==> src/rtl/timer_array.sv <==
// timer_array: CHANNELS down-counters (one-shot / auto-reload) with W1C pending flags and one
// registered IRQ. Define TIMER_CASCADE_EN to let channel i>0 tick only on channel i-1 expiry.
module timer_array #(
  parameter int unsigned CHANNELS = 2,
  parameter int unsigned WIDTH    = 32
) (
  input  logic        Clk,
  input  logic        Rst,
  input  logic [5:2]  Addr,
  input  logic        WEn,
  input  logic [31:0] WData,
  output logic [31:0] RData,
  output logic        IRQ
);

  localparam logic [1:0] REG_CTRL   = 2'd0;
  localparam logic [1:0] REG_PRESET = 2'd1;
  localparam logic [1:0] REG_COUNT  = 2'd2;
  localparam logic [1:0] REG_STATUS = 2'd3;

  typedef enum logic [1:0] {ST_IDLE, ST_LOAD, ST_CNT} state_e;

  state_e           state_q  [CHANNELS];
  state_e           state_d  [CHANNELS];
  logic [WIDTH-1:0] count_q  [CHANNELS];
  logic [WIDTH-1:0] count_d  [CHANNELS];
  logic [WIDTH-1:0] preset_q [CHANNELS];
  logic [WIDTH-1:0] preset_d [CHANNELS];
  logic [1:0]       mode_q   [CHANNELS];
  logic [1:0]       mode_d   [CHANNELS];
  logic             im_q     [CHANNELS];
  logic             im_d     [CHANNELS];
  logic             pend_q   [CHANNELS];
  logic             pend_d   [CHANNELS];
`ifdef TIMER_CASCADE_EN
  logic             casc_q   [CHANNELS];
  logic             casc_d   [CHANNELS];
`endif
  logic             irq_q;
  logic             irq_d;

  logic [1:0] ch_sel;
  logic [1:0] reg_sel;
  logic       wdata_unused;

  assign ch_sel       = Addr[5:4];
  assign reg_sel      = Addr[3:2];
  // Write data bits above WIDTH are dropped on purpose.
  assign wdata_unused = ^WData;
  assign IRQ          = irq_q;

  // Next-state for every channel; the expiry chain runs from channel 0 upward.
  always_comb begin : next_state_comb
    logic prev_exp;
    logic tick;
    logic expire;
    logic wr_ch;
    prev_exp = 1'b0;
    tick     = 1'b1;
    expire   = 1'b0;
    wr_ch    = 1'b0;
    irq_d    = 1'b0;
    for (int unsigned i = 0; i < CHANNELS; i++) begin
      state_d[i]  = state_q[i];
      count_d[i]  = count_q[i];
      preset_d[i] = preset_q[i];
      mode_d[i]   = mode_q[i];
      im_d[i]     = im_q[i];
      wr_ch       = WEn && (ch_sel == 2'(i));
`ifdef TIMER_CASCADE_EN
      casc_d[i]   = casc_q[i];
      tick        = !casc_q[i] || prev_exp;
`else
      tick        = 1'b1;
`endif
      expire   = (state_q[i] == ST_CNT) && tick && (count_q[i] == '0);
      prev_exp = expire;

      case (state_q[i])
        ST_LOAD: begin
          count_d[i] = preset_q[i];
          state_d[i] = ST_CNT;
        end
        ST_CNT: begin
          if (tick) begin
            if (count_q[i] != '0) begin
              count_d[i] = count_q[i] - WIDTH'(1);
            end else begin
              state_d[i] = (mode_q[i] == 2'b01) ? ST_LOAD : ST_IDLE;
            end
          end
        end
        default: ;
      endcase

      if (wr_ch && (reg_sel == REG_PRESET)) begin
        preset_d[i] = WData[WIDTH-1:0];
      end
      // En=0 always stops and freezes; En=1 only starts an idle channel.
      if (wr_ch && (reg_sel == REG_CTRL)) begin
        mode_d[i] = WData[2:1];
        im_d[i]   = WData[3];
`ifdef TIMER_CASCADE_EN
        casc_d[i] = (i != 0) && WData[4];
`endif
        if (!WData[0]) begin
          state_d[i] = ST_IDLE;
          count_d[i] = count_q[i];
        end else if (state_q[i] == ST_IDLE) begin
          state_d[i] = ST_LOAD;
        end
      end

      pend_d[i] = expire ||
                  (pend_q[i] && !(wr_ch && (reg_sel == REG_STATUS) && WData[0]));
      irq_d     = irq_d || (pend_q[i] && im_q[i]);
    end
  end

  // Register read mux; absent channels read 0.
  always_comb begin : read_comb
    logic casc_rd;
    RData   = '0;
    casc_rd = 1'b0;
    for (int unsigned i = 0; i < CHANNELS; i++) begin
`ifdef TIMER_CASCADE_EN
      casc_rd = casc_q[i];
`else
      casc_rd = 1'b0;
`endif
      if (ch_sel == 2'(i)) begin
        case (reg_sel)
          REG_CTRL:   RData = {27'd0, casc_rd, im_q[i], mode_q[i], (state_q[i] != ST_IDLE)};
          REG_PRESET: RData = 32'(preset_q[i]);
          REG_COUNT:  RData = 32'(count_q[i]);
          REG_STATUS: RData = {31'd0, pend_q[i]};
          default:    RData = '0;
        endcase
      end
    end
  end

  always_ff @(posedge Clk) begin
    if (!Rst) begin
      for (int unsigned i = 0; i < CHANNELS; i++) begin
        state_q[i]  <= ST_IDLE;
        count_q[i]  <= '0;
        preset_q[i] <= '0;
        mode_q[i]   <= 2'b00;
        im_q[i]     <= 1'b0;
        pend_q[i]   <= 1'b0;
`ifdef TIMER_CASCADE_EN
        casc_q[i]   <= 1'b0;
`endif
      end
      irq_q <= 1'b0;
    end else begin
      for (int unsigned i = 0; i < CHANNELS; i++) begin
        state_q[i]  <= state_d[i];
        count_q[i]  <= count_d[i];
        preset_q[i] <= preset_d[i];
        mode_q[i]   <= mode_d[i];
        im_q[i]     <= im_d[i];
        pend_q[i]   <= pend_d[i];
`ifdef TIMER_CASCADE_EN
        casc_q[i]   <= casc_d[i];
`endif
      end
      irq_q <= irq_d;
    end
  end

endmodule

==> config.mk <==
export PLATFORM = sky130hd
export DESIGN_NAME = timer_array
export DESIGN_NICKNAME = d
export VERILOG_FILES = /design/src/rtl/timer_array.sv
export SDC_FILE = /design/constraint.sdc
export NUM_CORES = 1
export LEC_CHECK = 0
export ABC_AREA = 0
export BUFFER_PORTS_ARGS = -buffer_cell sky130_fd_sc_hd__buf_2
export CAP_MARGIN = 20
export CORE_ASPECT_RATIO = 0.75
export CORE_MARGIN = 3
export CORE_UTILIZATION = 35
export CTS_BUF_LIST = sky130_fd_sc_hd__clkbuf_4
export CTS_CLUSTER_DIAMETER = 30
export DETAILED_ROUTE_END_ITERATION = 16
export PLACE_DENSITY = 0.6
export SYNTH_ARGS = -nofsm -noshare
export SYNTH_HDL_FRONTEND = slang
export SYNTH_SLANG_ARGS = --single-unit
==> constraint.sdc <==
create_clock -name Clk -period 3.5 [get_ports Clk]
set_clock_uncertainty 0.1 [all_clocks]
set_input_delay 0 -clock Clk [delete_from_list [all_inputs] [get_ports Clk]]
set_output_delay 0 -clock Clk [all_outputs]
set_load 0.01 [all_outputs]
Word level (Yosys, flattened, before mapping)
Memories as Yosys holds them, arrays and structs flattened. Cells that the tools add are included.

Register bits after elaboration: 1. Bits in latches: 0. Bits in writable memories: 140. Memory bits (read-only): 0. Input bits: 39. Output and inout bits: 33. Logic and storage cells: 106. Memories kept: 6.

Memory list: count_q (words 2, bits a word 32, rd ports 2, clocked after memory_dff 0, wr ports 2, RTL line 25) `logic [WIDTH-1:0] count_q [CHANNELS];`; preset_q (words 2, bits a word 32, rd ports 2, clocked after memory_dff 0, wr ports 2, RTL line 27) `logic [WIDTH-1:0] preset_q [CHANNELS];`; mode_q (words 2, bits a word 2, rd ports 2, clocked after memory_dff 0, wr ports 2, RTL line 29) `logic [1:0] mode_q [CHANNELS];`; state_q (words 2, bits a word 2, rd ports 2, clocked after memory_dff 0, wr ports 2, RTL line 23) `state_e state_q [CHANNELS];`; im_q (words 2, bits a word 1, rd ports 2, clocked after memory_dff 0, wr ports 2, RTL line 31) `logic im_q [CHANNELS];`; pend_q (words 2, bits a word 1, rd ports 2, clocked after memory_dff 0, wr ports 2, RTL line 33) `logic pend_q [CHANNELS];`.

Add/subtract/negate cells: 2. Multipliers: 0. Div/mod/pow operators: 0. Magnitude comparators: 0. Eq/ne operators: 10. Shifts and indexed selects: 0. Muxes and demuxes: 44. Bitwise operators: 12. Reduce and logical (&&, ||, !) cells: 31.

Operators by type and width (number): 32-bit two-way mux (14); 32-bit case mux with 4 select lines (2); 32-bit case mux with 2 select lines (2); 32-bit zero test (2); 32-bit nonzero test (2); 32-bit by 1-bit subtractor with 32-bit output, second input constant (2); 2-bit two-way mux (14); 1-bit logical AND (16); 2-bit by 1-bit equality test with 1-bit output, second input constant (6); 1-bit bitwise OR (12); 1-bit two-way mux (10); 2-bit equality test, second input constant (4); 2-bit zero test (4); 2-bit case mux with 2 select lines (2); 2-bit nonzero test (2); 1-bit logical OR (3); 1-bit zero test (2).

Logic depth before layout (Yosys ltp)
An unclocked memory read counts as a cell.

Word-level depth: 9. Depth in mapped cells: 9. Depth with buffers taken out: 7.

Worst setup path after synthesis
OpenSTA, ideal clock, no wires.

Path kind: reg-to-reg. From: mem count_q[0][0]. To: mem count_q[0][12]. Library setup time: 92 ps. Data arrival time: 2171 ps. Data required time: 3308 ps. Setup slack: 1137 ps. Cell stages (with the launch flop): 10. Path buffers: 2. Period minus slack after synthesis: 2363 ps. Cells stage by stage: dfxtp_1 inv_1 ha_1 or3b_2 clkbuf_1 nor4_2 buf_2 nand2_1 a2bb2oi_1 o32ai_1.

RTL lines (RTL line): from (decl) (25).

==> results.py <==
metrics = {
    "status": {
        "status": "finished clean",
    },
    "clock_network": {
        "cts_hold_buf": 39,
        "path_clk_slew_ps": 140,
        "cts_tree": "yes",
        "numClockSinks": 141,
        "clkLatencyLatePin_ps": 610,
        "cts_resized": 0,
        "clock_path_buffers": 2,
        "cts-root-buf": "clkbuf_4",
        "postCtsSetupBuffers": 0,
        "numCtsBuffers": 17,
        "htreeDepth": 4,
    },
    "sta": {
        "hold_violations": 0,
        "maxSlewHeadroom_pct": 35.3,
        "setup_viol": 0,
        "final.setup.tns_ps": 0,
        "worst_slew_pin_slew_ps": 958,
        "rsz0062_at_grt": "no",
        "fin_crit_sh_pct": 81.2,
        "max_freq_mhz": 352,
        "slew_violations": 0,
        "finalCriticalPeriod_ps": 2840,
    },
    "synthesis": {
        "syn_area_per_cell_sq_um": 7.55,
        "yosys-top-cells-count": "192 x nand2_1, 141 x dfxtp_1, 107 x a21oi_1, 84 x clkbuf_1, 60 x a22oi_1",
        "synthTopCellsByArea": "dfxtp_1 34%, nand2_1 8.7%, a21oi_1 6.4%",
        "ys_seq_area_share_pct": 33.9,
        "syn_area_sq_mm": 0.00832,
        "synth_top_area_share_pct": 33.9,
        "yosys_warnings": 0,
        "syn_nets": 1151,
        "ys_ff_latch": 141,
        "synth-async-reset-ratio_pct": 0,
        "synth.most_common_cell": "nand2_1",
        "ys.flop_type": "dfxtp_1",
        "synth_edf_count": 0,
        "yosys.area.top_type": "dfxtp_1",
        "synth_cells": 1102,
        "synthDistinctLibCells": 65,
    },
    "worst_setup_path": {
        "cp.arrival_ps": 3270,
        "cp.required_ps": 3930,
        "cp-end-kind": "flop",
        "critPathLaunchType": "flop",
        "critPathSlowestCell": "nor4_4",
        "worst-path-buf-inv": 2,
        "worstPathCellList": "inv_1 > ha_1 > nor4b_1 > nand4_1 > nor4_4 > buf_4 > o311ai_0 > o31ai_1",
        "worstSetupPathType": "flop to flop",
        "slowest_delay_ps": 690,
        "path_max_fanout": 11,
        "cp_top_family": "simple AND/OR/NAND/NOR gates",
    },
    "power": {
        "vdd_drop_max_mv": 0.201,
        "power_density_mw_per_mm2": 327,
        "power_mw": 3.17,
        "cellLeakagePower_nw": 3.47,
    },
    "layout": {
        "multi_input_area_sq_mm": 0.00506,
        "nFillCells": 2414,
        "fin_util_pct": 41.7,
        "area_growth_pct": 16.3,
        "register_area_sq_mm": 0.00282,
        "layout.nets": 1213,
        "drive_gt1_share_pct": 14.3,
        "stdcell_area_sq_mm": 0.00968,
    },
    "routing": {
        "avgRoutedWirePerCell_microns": 21.8,
        "num_vias": 9273,
        "dr.pass1.iters": 5,
        "drc": 0,
        "drt_iter0_markers": 1306,
        "wl_microns": 32300,
        "avgViaCountPerCell": 6.27,
        "ant_nets": 0,
    },
    "floorplanning": {
        "rows": 48,
        "chipHeight_microns": 140,
        "ioPinCount": 72,
        "die_x_microns": 184,
        "initial_core_util_pct": 35.9,
        "die_area_sq_mm": 0.0257,
        "core_sq_mm": 0.0232,
    },
    "place": {
        "routabilityCongestion": 0.973,
        "post_dp_cell_area_sq_mm": 0.00896,
        "io_buffers": 71,
        "dp_hpwl_microns": 22500,
    },
    "grt": {
        "antenna_found_initial": 2,
        "overflow": 0,
        "grt_max_degree": 66,
        "grt_usage_pct": 24.9,
        "grt_pass1_wl_microns": 50200,
        "grt_pass1_vias": 8323,
    },
    "hold_path": {
        "hold_path_class": "input port to flop",
    },
    "job": {
        "max-cap-violations": 0,
    },
}
## tightest hold or removal path: cells and delay by family
kind	cells	cell delay (ps)
compound gates	3	410
simple gates	1	170
buf+inv	1	160
## final timing paths
check                                     start              end  slack (ps)  cells after the start
worst min register to register  preset_q[0][46]  preset_q[0][46]         380                      2
worst min-delay path                    Addr[5]   count_q[0][33]          70                      5
worst max register to register   count_q[0][32]   count_q[0][34]         660                      8
worst max-delay path             count_q[0][32]   count_q[0][34]         660                      8
## cells in the final DEF, fill, tap and decap left out, types with 26 or more instances in the layout
cell type	count
nand2_1	192
dfxtp_1	141
a21oi_1	107
buf_2	71
a22oi_1	60
nor2_1	43
nor3_1	42
o22ai_1	39
dlygate4sd3_1	39
buf_4	35
nand3_1	31
o21ai_0	26
## cells by family (layout without fill, tap and decap cells)
kind of cell / count (synthesis) / in the layout / share of synthesized area (%)
other cells: 0 / 2 / 0
mux: 22 / 22 / 2.98
fa+ha+maj: 10 / 10 / 1.50
compound gates: 375 / 375 / 30.3
flops: 141 / 141 / 33.9
simple gates: 435 / 435 / 25.7
buf+inv: 119 / 194 / 5.52
## cell type report
type / instances / share of cell area, %
Multi-Input combinational cell: 842 / 52.3
Clock buffer: 21 / 1.63
Sequential cell: 141 / 29.2
Inverter: 16 / 0.634
Timing Repair Buffer: 146 / 10.6
Tap cell: 300 / 3.88
Antenna cell: 2 / 0.0517
Clock inverter: 11 / 1.73
## metrics by stage
| stage | hold slack, ps | setup WS (ps) | std cells |
|---|---|---|---|
| global route | 42.7 | 582 | 1479 |
| finish | 68.7 | 657 | 1479 |
| detailed placement | 165 | 808 | 1406 |
| floorplan | -53.7 | 1140 | 1102 |
| CTS | 12.9 | 782 | 1477 |
| global placement | 158 | 834 | 1406 |
## sequential cells by signal, summed over array words and instances (netlist names)
signal and cells:
count_q 64, pend_q 2, preset_q 64, state_q 4
mode_q 4, IRQ 1, im_q 2
## routing by layer
layer | GRT usage [%] | vias to the layer above | wire (microns)
met2 | 33.1 | 572 | 12800
li1 | - | 4264 | -
met3 | 6.72 | 36 | 3880
met1 | 39.6 | 4401 | 15200
met4 | 4.85 | 0 | 386
met5 | 0 | - | 0
## report_power, final
group          total, mW  internal, mW  switching (mW)
registers           1.63          1.62          0.0118
logic              0.270        0.0930           0.177
clock network       1.27         0.595           0.672
No activity file was read; power rests on OpenSTA's default activity.
